==> src/rtl/pc_sequencer.sv <==
// pc_sequencer: sequences PC load strobes for step commands and fetches/loads reset, IRQ/BRK and NMI vectors.
// Build option: define PC_SEQ_NMI_EN to include NMI edge detection and the FFFA vector.
module pc_sequencer #(
    parameter int unsigned STROBE_LEN  = 2,
    parameter logic [7:0]  VEC_HI_BYTE = 8'hFF
) (
    input  logic        sys_clock,
    input  logic        reset,
    input  logic        phase_2_rising,
    input  logic        cmd_valid,
    input  logic [1:0]  cmd_op,
    output logic        cmd_ready,
    input  logic        irq_n,
    input  logic        i_flag,
    input  logic        nmi_n,
    output logic        mem_req,
    output logic [15:0] mem_addr,
    input  logic [7:0]  mem_rdata,
    input  logic        mem_rvalid,
    output logic        pcl_pcl,
    output logic        adl_pcl,
    output logic        pch_pch,
    output logic        adh_pch,
    output logic        increment_pc,
    output logic        adl_drive,
    output logic        adh_drive,
    output logic [7:0]  adl_out,
    output logic [7:0]  adh_out,
    output logic        busy,
    output logic        vec_done
);
    localparam int unsigned CNT_W      = 3;
    localparam logic [1:0]  OP_INC     = 2'd1;
    localparam logic [1:0]  OP_LOAD_AB = 2'd2;
    localparam logic [1:0]  OP_BRK     = 2'd3;
    localparam logic [7:0]  VEC_NMI_LO = 8'hFA;
    localparam logic [7:0]  VEC_RST_LO = 8'hFC;
    localparam logic [7:0]  VEC_IRQ_LO = 8'hFE;

    typedef enum logic [2:0] {
        RST_VEC, IDLE, STEP, VLO_REQ, VLO_WAIT, VHI_REQ, VHI_WAIT, VLOAD
    } state_e;

    state_e             state_q, state_d;
    logic [1:0]         op_q, op_d;
    logic               open_q, open_d;
    logic [CNT_W-1:0]   cnt_q, cnt_d;
    logic [7:0]         vec_lo_q, vec_lo_d;
    logic [7:0]         lo_q, lo_d, hi_q, hi_d;
    logic               irq_q, irq_d;
    logic               nmi_clr;
    logic               strb_on;

    logic        cmd_ready_q, cmd_ready_d, mem_req_q, mem_req_d;
    logic [15:0] mem_addr_q, mem_addr_d;
    logic        pcl_pcl_q, pcl_pcl_d, adl_pcl_q, adl_pcl_d;
    logic        pch_pch_q, pch_pch_d, adh_pch_q, adh_pch_d;
    logic        increment_pc_q, increment_pc_d;
    logic        adl_drive_q, adl_drive_d, adh_drive_q, adh_drive_d;
    logic [7:0]  adl_out_q, adl_out_d, adh_out_q, adh_out_d;
    logic        busy_q, busy_d, vec_done_q, vec_done_d;

    assign irq_d = ~irq_n & ~i_flag;

`ifdef PC_SEQ_NMI_EN
    logic nmi_prev_q, nmi_pend_q, nmi_pend_d;

    // A fresh edge re-arms the flag even in the cycle the pending one is consumed.
    assign nmi_pend_d = (nmi_pend_q & ~nmi_clr) | (nmi_prev_q & ~nmi_n);

    always_ff @(posedge sys_clock) begin
        if (reset) begin
            nmi_prev_q <= 1'b1;
            nmi_pend_q <= 1'b0;
        end else begin
            nmi_prev_q <= nmi_n;
            nmi_pend_q <= nmi_pend_d;
        end
    end
`else
    logic nmi_pend_q, nmi_pend_d, unused_nmi;

    assign nmi_pend_q = 1'b0;
    assign nmi_pend_d = 1'b0;
    assign unused_nmi = nmi_n ^ nmi_clr;
`endif

    // State and registered outputs.
    always_ff @(posedge sys_clock) begin
        if (reset) begin
            state_q        <= RST_VEC;
            op_q           <= '0;
            open_q         <= 1'b0;
            cnt_q          <= '0;
            vec_lo_q       <= '0;
            lo_q           <= '0;
            hi_q           <= '0;
            irq_q          <= 1'b0;
            cmd_ready_q    <= 1'b0;
            mem_req_q      <= 1'b0;
            mem_addr_q     <= '0;
            pcl_pcl_q      <= 1'b0;
            adl_pcl_q      <= 1'b0;
            pch_pch_q      <= 1'b0;
            adh_pch_q      <= 1'b0;
            increment_pc_q <= 1'b0;
            adl_drive_q    <= 1'b0;
            adh_drive_q    <= 1'b0;
            adl_out_q      <= '0;
            adh_out_q      <= '0;
            busy_q         <= 1'b1;
            vec_done_q     <= 1'b0;
        end else begin
            state_q        <= state_d;
            op_q           <= op_d;
            open_q         <= open_d;
            cnt_q          <= cnt_d;
            vec_lo_q       <= vec_lo_d;
            lo_q           <= lo_d;
            hi_q           <= hi_d;
            irq_q          <= irq_d;
            cmd_ready_q    <= cmd_ready_d;
            mem_req_q      <= mem_req_d;
            mem_addr_q     <= mem_addr_d;
            pcl_pcl_q      <= pcl_pcl_d;
            adl_pcl_q      <= adl_pcl_d;
            pch_pch_q      <= pch_pch_d;
            adh_pch_q      <= adh_pch_d;
            increment_pc_q <= increment_pc_d;
            adl_drive_q    <= adl_drive_d;
            adh_drive_q    <= adh_drive_d;
            adl_out_q      <= adl_out_d;
            adh_out_q      <= adh_out_d;
            busy_q         <= busy_d;
            vec_done_q     <= vec_done_d;
        end
    end

    // Next state: a step opens after one phase_2_rising and commits on the following one.
    always_comb begin
        state_d  = state_q;
        op_d     = op_q;
        open_d   = open_q;
        cnt_d    = cnt_q;
        vec_lo_d = vec_lo_q;
        lo_d     = lo_q;
        hi_d     = hi_q;
        nmi_clr  = 1'b0;
        case (state_q)
            RST_VEC: begin
                state_d  = VLO_REQ;
                vec_lo_d = VEC_RST_LO;
            end
            IDLE: begin
                if (nmi_pend_q) begin
                    state_d  = VLO_REQ;
                    vec_lo_d = VEC_NMI_LO;
                    nmi_clr  = 1'b1;
                end else if (irq_q) begin
                    state_d  = VLO_REQ;
                    vec_lo_d = VEC_IRQ_LO;
                end else if (cmd_valid) begin
                    if (cmd_op == OP_BRK) begin
                        state_d  = VLO_REQ;
                        vec_lo_d = VEC_IRQ_LO;
                    end else begin
                        state_d = STEP;
                        op_d    = cmd_op;
                        open_d  = 1'b0;
                        cnt_d   = '0;
                    end
                end
            end
            STEP, VLOAD: begin
                if (!open_q) begin
                    if (phase_2_rising) begin
                        open_d = 1'b1;
                        cnt_d  = '0;
                    end
                end else if (phase_2_rising) begin
                    state_d = IDLE;
                end else if (cnt_q != {CNT_W{1'b1}}) begin
                    cnt_d = cnt_q + CNT_W'(1);
                end
            end
            VLO_REQ: state_d = VLO_WAIT;
            VLO_WAIT: begin
                if (mem_rvalid) begin
                    lo_d    = mem_rdata;
                    state_d = VHI_REQ;
                end
            end
            VHI_REQ: state_d = VHI_WAIT;
            VHI_WAIT: begin
                if (mem_rvalid) begin
                    hi_d    = mem_rdata;
                    state_d = VLOAD;
                    open_d  = 1'b0;
                    cnt_d   = '0;
                end
            end
            default: state_d = RST_VEC;
        endcase
    end

    // Output decode of the next state, so outputs line up with the registered state.
    always_comb begin
        cmd_ready_d    = 1'b0;
        mem_req_d      = 1'b0;
        mem_addr_d     = '0;
        pcl_pcl_d      = 1'b0;
        adl_pcl_d      = 1'b0;
        pch_pch_d      = 1'b0;
        adh_pch_d      = 1'b0;
        increment_pc_d = 1'b0;
        adl_drive_d    = 1'b0;
        adh_drive_d    = 1'b0;
        adl_out_d      = '0;
        adh_out_d      = '0;
        busy_d         = (state_d != IDLE);
        vec_done_d     = (state_q == VLOAD) && open_q && phase_2_rising;
        strb_on        = open_d && (cnt_d < CNT_W'(STROBE_LEN));
        case (state_d)
            IDLE: cmd_ready_d = ~nmi_pend_d & ~irq_d;
            STEP: begin
                increment_pc_d = (op_d == OP_INC);
                if (strb_on) begin
                    if (op_d == OP_LOAD_AB) begin
                        adl_pcl_d = 1'b1;
                        adh_pch_d = 1'b1;
                    end else begin
                        pcl_pcl_d = 1'b1;
                        pch_pch_d = 1'b1;
                    end
                end
            end
            VLO_REQ: begin
                mem_req_d  = 1'b1;
                mem_addr_d = {VEC_HI_BYTE, vec_lo_d};
            end
            VLO_WAIT: mem_addr_d = {VEC_HI_BYTE, vec_lo_d};
            VHI_REQ: begin
                mem_req_d  = 1'b1;
                mem_addr_d = {VEC_HI_BYTE, vec_lo_d | 8'h01};
            end
            VHI_WAIT: mem_addr_d = {VEC_HI_BYTE, vec_lo_d | 8'h01};
            VLOAD: begin
                adl_drive_d = 1'b1;
                adh_drive_d = 1'b1;
                adl_out_d   = lo_d;
                adh_out_d   = hi_d;
                adl_pcl_d   = strb_on;
                adh_pch_d   = strb_on;
            end
            default: ;
        endcase
    end

    assign cmd_ready    = cmd_ready_q;
    assign mem_req      = mem_req_q;
    assign mem_addr     = mem_addr_q;
    assign pcl_pcl      = pcl_pcl_q;
    assign adl_pcl      = adl_pcl_q;
    assign pch_pch      = pch_pch_q;
    assign adh_pch      = adh_pch_q;
    assign increment_pc = increment_pc_q;
    assign adl_drive    = adl_drive_q;
    assign adh_drive    = adh_drive_q;
    assign adl_out      = adl_out_q;
    assign adh_out      = adh_out_q;
    assign busy         = busy_q;
    assign vec_done     = vec_done_q;
endmodule

==> config.mk <==
export PLATFORM = sky130hd
export DESIGN_NAME = pc_sequencer
export DESIGN_NICKNAME = d
export VERILOG_FILES = /design/src/rtl/pc_sequencer.sv
export SDC_FILE = /design/constraint.sdc
export NUM_CORES = 1
export LEC_CHECK = 0
export CELL_PAD_IN_SITES_DETAIL_PLACEMENT = 2
export CELL_PAD_IN_SITES_GLOBAL_PLACEMENT = 2
export CORE_MARGIN = 4
export CORE_UTILIZATION = 40
export CTS_CLUSTER_DIAMETER = 60
export DETAILED_ROUTE_END_ITERATION = 10
export DONT_BUFFER_PORTS = 1
export GPL_TIMING_DRIVEN = 0
export PLACE_DENSITY = 0.79
export SETUP_SLACK_MARGIN = 0.3
export SLEW_MARGIN = 20
export SYNTH_ARGS = -nofsm -noshare
export SYNTH_HDL_FRONTEND = slang
export SYNTH_SLANG_ARGS = --single-unit
==> constraint.sdc <==
create_clock -name sys_clock -period 3.7 [get_ports sys_clock]
set_input_delay 0.925 -clock sys_clock [delete_from_list [all_inputs] [get_ports sys_clock]]
set_output_delay 0.925 -clock sys_clock [all_outputs]
set_load 0.02 [all_outputs]
==> results of run 1 <==
## cell type report
cell class | instances | area (µm²) | area share
sequential | 67 | 1340 | 0.469
multi-input combinational | 171 | 1050 | 0.367
buffer | 24 | 151 | 0.0529
clock buffer | 10 | 128 | 0.0446
tap | 75 | 93.8 | 0.0328
clock inverter | 6 | 66.3 | 0.0232
inverter | 7 | 28.8 | 0.0101
## power groups by stage
stage	combinational, mW	sequential, mW	clock, mW
5_1_grt	0.396	0.858	0.646
3_3_place_gp	0.340	0.864	0
2_1_floorplan	0.277	0.855	0
6_report	0.353	0.851	0.594
3_5_place_dp	0.351	0.868	0
4_1_cts	0.353	0.853	0.611
## stage by stage
step	util	setup slack [ps]
2_1_floorplan	-	1530
3_3_place_gp	0.439	1170
3_5_place_dp	0.439	1080
4_1_cts	0.471	1420
5_1_grt	0.472	1240
6_report	0.472	1390
## how the worst max path moves through the flow
stage                             to  slack, ps            from  depth (start not counted)
final                     adl_out[5]       1390  phase_2_rising                          7
after global routing      adl_out[5]       1240  phase_2_rising                          7
after CTS                 adl_out[5]       1420  phase_2_rising                          7
after detailed placement  adl_out[5]       1080  phase_2_rising                          7
after global placement    adl_out[6]       1170  phase_2_rising                          7
after floorplan              adh_pch       1530       cmd_valid                          4
## critical path: stages
cell and delay (ps):
clkbuf_1 330, a32oi_1 220, a32oi_2 290, nand2b_1 90
buf_2 220, buf_6 180, nor3_1 270
## cells in the mapped netlist, types with 2 or more instances
cell,count
nand2_1,21
buf_6,2
mux2i_1,9
dfxtp_1,67
clkbuf_1,5
nor3_2,3
a22o_1,2
nor2_1,30
o21ai_1,4
buf_1,2
and2b_1,2
a211oi_1,3
nor3b_1,5
nand2b_1,5
a31oi_1,2
a21o_1,6
nor4_1,2
nand3_1,3
and2_1,3
a21oi_1,13
and3_1,3
inv_1,6
nor2b_1,18
o21ai_0,5
nor3_1,11
a32oi_1,2
buf_2,4
buf_4,11
## sequential cells by signal (all words and copies together) (netlist names), 2 cells and up
register  cells
hi_q          8
op_q          2
mem_addr      9
adh_out       8
state_q       3
lo_q          8
vec_lo_q      8
adl_out       8
cnt_q         3
## placed cells by master, fill, tap and decap left out, types with 2 or more instances in the layout
master / n
buf_2: 4
a32oi_1: 2
nand3_1: 3
mux2i_1: 9
buf_4: 11
clkinv_2: 2
clkbuf_1: 6
and2_1: 3
nor2b_1: 18
o21ai_0: 5
buf_6: 2
and3_1: 3
a21o_1: 6
a21oi_1: 13
nor2_1: 30
a31oi_1: 2
a22o_1: 2
buf_1: 2
inv_1: 6
nand2_1: 21
and2b_1: 2
nor3b_1: 5
dfxtp_1: 67
a211oi_1: 3
o21ai_1: 4
nor3_2: 3
nor3_1: 11
clkinv_4: 3
nand2b_1: 5
clkbuf_8: 9
## metal layers
| layer | up-vias | share of wire |
|---|---|---|
| li1 | 928 | - |
| met1 | 944 | 0.45 |
| met2 | 49 | 0.49 |
| met3 | 5 | 0.049 |
| met4 | 0 | 0.0093 |
| met5 | - | 0 |
## logic make-up (layout without fill, tap and decap cells)
family | Yosys count | in the layout
and+or+nand+nor | 114 | 114
DFF | 67 | 67
AOI/OAI and AO/OA | 45 | 45
buffers and inverters | 31 | 47
muxes | 10 | 10
adders and majority gates | 1 | 1
xor gates and xnor gates | 1 | 1
==> results_dict.tcl, run 1 <==
set metrics [dict create \
    status "finished, final reports clean" \
    netlist_instances 269 \
    routed_wl_um 6860 \
    dr.pass1.iters 4 \
    core_area_um2 6060 \
    synth_mux_area_frac 0.0395 \
    rows 28 \
    required_ps 3920 \
    p_sw_uw 575 \
    cts_buffer_depth 2 \
    yosys-top-cells-area "dfxtp_1 52%, nor2_1 4.4%, nor2b_1 4.4%, mux2i_1 3.5%, buf_4 3.2%" \
    worstMarginPinSlew_ps 675 \
    hold_path_depth 1 \
    design_area_um2 2860 \
    dp.cells 344 \
    post_cts_buffers 0 \
    h-tree-depth 3 \
    die_w_um 88.1 \
    relSlewSlack 0.546 \
    grt_setup_unrepaired "false" \
    synth-seq-cells 67 \
    cts_tree "done" \
    ff2ff_setup_slack_ps 1610 \
    p_comb_frac 0.196 \
    final-setup-viol-count 0 \
    crit_type "in -> reg" \
    crit-reg2reg-launch "open_q" \
    hold_slack_ps 464 \
    fill_cells 682 \
    port_buffers 0 \
    start_util 0.423 \
    area_delta_synth_final_pct 11.5 \
    place_area_um2 2660 \
    grt_pass1_wl_um 11300 \
    critPathMaxFanout 10 \
    route.detailed.drc 0 \
    grt.total_usage 0.194 \
    p_leak_nw 1.10 \
    yosysTopAreaCell "dfxtp_1" \
    fin_crit_sh 0.624 \
    grt-busiest-layer "met2" \
    critPathCaptureType "register" \
    insertion_delay_ps 340 \
    cts-root-buf "clkbuf_8" \
    die_area_um2 7760 \
    dp_hpwl_um 4730 \
    synthXorXnorAreaFrac 0.00341 \
    clock_skew_ps 7.39 \
    grt_pass1_vias 2126 \
    ys_warn_count 0 \
    io_pins 61 \
    first_iter_violations 70 \
    die_y_um 88.1 \
    postCtsHoldBufs 0 \
    power.internal_mw 1.22 \
    critPathArrivalTime_ps 2530 \
    grt_max_degree 13 \
    drive_gt1_frac 0.151 \
    clock.fmax_ghz 0.433 \
    viasPerCell 5.35 \
    synth-simple-area-share 0.239 \
    setup_tns_ps 0 \
    hold_end "mem_addr[3]" \
    p_seq_frac 0.473 \
    final_cells 360 \
    holdCritStartpoint "vec_lo_q[3]" \
    yosys.area_share.adder 0.00488 \
    async_flop_share 0 \
    num_vias 1926 \
    p_clk_frac 0.330 \
    use_met3 0.0442 \
    cts_made_buffers 9 \
    swShare 0.320 \
    finalHoldViolCount 0 \
    finalNetCount 299 \
    max-vdd-ir-drop_v 0.000412 \
    drv_cap 0 \
    report.final.slew_viol_count 0 \
    clock_sinks 67 \
    synth_compound_gate_area_share 0.120 \
    powerDensity_nw_per_um2 628 \
    power_mw 1.80 \
    postRouteAntennaNets 0 \
    antenna_cells 0 \
    post-route-min-period_ps 2310 \
    synthDistinctLibCells 48 \
    timing.rr.end "adl_out[5]" \
    yosys.area.top_type_share 0.523 \
    gp_congestion 0.748 \
    gr-usage-met2 0.329 \
    cts_resized 0 \
    synth_area_um2 2570 \
    ys.flop_type "dfxtp_1" \
    ff2ff_path_depth 7 \
    synth_top_family_by_area "simple AND/OR/NAND/NOR gates" \
    ys_seq_area_frac 0.523 \
    hold_class "reg -> reg" \
    synth_nets 288 \
    synth-edff-count 0 \
    grt.overflow.total 0 \
    path_clk_slew_ps 80 \
    cp-start-kind "input port" \
    antenna_found_initial 0 \
    wire_per_inst_um 19.0 \
    use_met1 0.240 \
    syn_area_per_cell_um2 9.54 \
]
(Power assumes the default switching activity.)
==> run 2, diff against run 1 <==
--- a/config.mk
+++ b/config.mk
@@ -8,12 +8,12 @@
 export CELL_PAD_IN_SITES_DETAIL_PLACEMENT = 2
 export CELL_PAD_IN_SITES_GLOBAL_PLACEMENT = 2
 export CORE_MARGIN = 4
-export CORE_UTILIZATION = 40
+export CORE_UTILIZATION = 34
 export CTS_CLUSTER_DIAMETER = 60
 export DETAILED_ROUTE_END_ITERATION = 10
 export DONT_BUFFER_PORTS = 1
 export GPL_TIMING_DRIVEN = 0
-export PLACE_DENSITY = 0.79
+export PLACE_DENSITY = 0.71
 export SETUP_SLACK_MARGIN = 0.3
 export SLEW_MARGIN = 20
 export SYNTH_ARGS = -nofsm -noshare
==> constraint.sdc (replaced) <==
create_clock -name sys_clock -period 1.9 [get_ports sys_clock]
set_input_delay 0.475 -clock sys_clock [delete_from_list [all_inputs] [get_ports sys_clock]]
set_output_delay 0.475 -clock sys_clock [all_outputs]
set_load 0.02 [all_outputs]
==> run 2 against run 1 <==
Compared with the run above:
- die area grew 16%
- largest power group unchanged
- largest cell class is now multi-input gates
- critical endpoint is now adh_pch
- final area grew 21%
- count of clock-buffer cells in the layout shrank 1
- clock skew grew 3.2 ps
- routed wire length grew 17%
- final cell count grew 11%
- non-clock buffer count grew 17
- core utilization grew 0.23 points
==> results_dict.tcl, run 2 (same netlist as run 1, synthesis figures left out) <==
set metrics [dict create \
    num_vias 2005 \
    clock_skew_ps 10.5 \
    area_delta_synth_final_pct 34.8 \
    routed_wl_um 8050 \
    timing.rr.end "adh_pch" \
    grt.overflow.total 0 \
    max-vdd-ir-drop_v 0.000494 \
    post-route-min-period_ps 1830 \
    layout_common_cells "63 x dfxtp_1, 28 x nor2_1, 25 x buf_4, 20 x nand2_1, 13 x nor2b_1" \
    start_util 0.352 \
    io_pins 61 \
    die_w_um 94.9 \
    dr.pass1.iters 4 \
    relSlewSlack 0.503 \
    grt_pass1_wl_um 12200 \
    hold_slack_ps 189 \
    cts-root-buf "clkbuf_8" \
    grt_max_degree 13 \
    hold_class "in -> reg" \
    drive_gt1_frac 0.359 \
    critPathArrivalTime_ps 2080 \
    finalHoldViolCount 0 \
    route.detailed.drc 0 \
    antenna_found_initial 0 \
    clock.fmax_ghz 0.547 \
    grt_setup_unrepaired "true" \
    ff2ff_path_depth 4 \
    drv_cap 0 \
    largest_reg_flops 9 \
    dp_hpwl_um 4870 \
    ff2ff_setup_slack_ps 70 \
    postRouteAntennaNets 0 \
    worstMarginPinSlew_ps 745 \
    powerDensity_nw_per_um2 1230 \
    first_iter_violations 53 \
    utilization 0.474 \
    viasPerCell 5.01 \
    insertion_delay_ps 350 \
    place_worst_setup_slack_ps -79.1 \
    crit_path_start "state_q[2]" \
    rows 31 \
    cts_tree "done" \
    clock_sinks 67 \
    port_buffers 0 \
    crit_type "reg -> reg" \
    worst_slack_ps 71.6 \
    p_leak_nw 1.32 \
    cts_made_buffers 9 \
    gp_congestion 0.773 \
    h-tree-depth 3 \
    cts_buffer_depth 2 \
    required_ps 2160 \
    setup_tns_ps 0 \
    endpoint "adh_pch" \
    wire_per_inst_um 20.1 \
    antenna_cells 0 \
    finalNetCount 316 \
    fill_cells 756 \
    critPathCaptureType "register" \
    path_clk_slew_ps 80 \
    core_area_um2 7290 \
    report.final.slew_viol_count 0 \
    power_mw 4.24 \
    die_y_um 94.9 \
    final-setup-viol-count 0 \
    critPathMaxFanout 8 \
    crit-reg2reg-launch "state_q[2]" \
    cp-start-kind "register" \
    status "finished, final reports clean" \
    holdCritStartpoint "i_flag" \
    grt_pass1_vias 2175 \
    die_area_um2 9000 \
    fin_crit_sh 0.962 \
    mostFrequentLayoutCell "dfxtp_1" \
    grt.total_usage 0.183 \
]
run 2: changes by cell type in the layout (fill, tap and decap cells not counted), sizes merged:
cell,before,now
buf,19,34
clkinvlp,0,2
clkbuf,15,16
clkinv,5,0
inv,7,8
bufinv,1,3
run 2: worst max-delay path: stages, from the launching register on:
cell	delay, ps
dfxtp_4	390
or4b_4	540
o32a_4	240
a22o_4	260
a2111oi_4	320
run 2: repair_timing:
item	CTS	global route
hold buffers	0	0
buffers inserted	6	9
gates cloned	1	1
endpoints found under the setup margin	58	45
gates resized for setup	45	30
pin swaps	8	17
run 2: through the flow:
step / instance area [µm²] / std cells
2_1_floorplan: 2610 / 269
3_3_place_gp: 2730 / 368
3_5_place_dp: 2730 / 368
4_1_cts: 3230 / 390
5_1_grt: 3460 / 400
6_report: 3460 / 400
run 2: cell type report:
class	instances	area (µm²)	area share
multi-input combinational	171	1370	0.396
sequential	67	1350	0.391
inverter	7	28.8	0.00832
clock buffer	9	124	0.0358
tap	99	124	0.0358
timing repair buffer	17	153	0.0441
buffer	24	195	0.0564
clock inverter	6	114	0.0329
run 2: where the power goes:
group | total (mW) | internal, mW | switching, mW
Combinational | 1.10 | 0.513 | 0.591
Sequential | 1.67 | 1.52 | 0.152
Clock | 1.47 | 0.869 | 0.597
Total | 4.24 | 2.90 | 1.34
run 2: routing by layer:
metal,part of all wire,global-route usage,vias up
met2,0.52,0.314,49
met4,0.011,0.0757,0
met5,0,0,-
li1,-,-,970
met3,0.043,0.0398,8
met1,0.43,0.219,978
run 2: how the worst min path moves through the flow:
stage,cells past startpoint,slack (ps),to
after floorplan,1,430,mem_addr[2]
after global placement,1,440,mem_addr[6]
after detailed placement,1,440,mem_addr[3]
after CTS,1,180,irq_q
after global routing,1,180,irq_q
final,1,190,irq_q
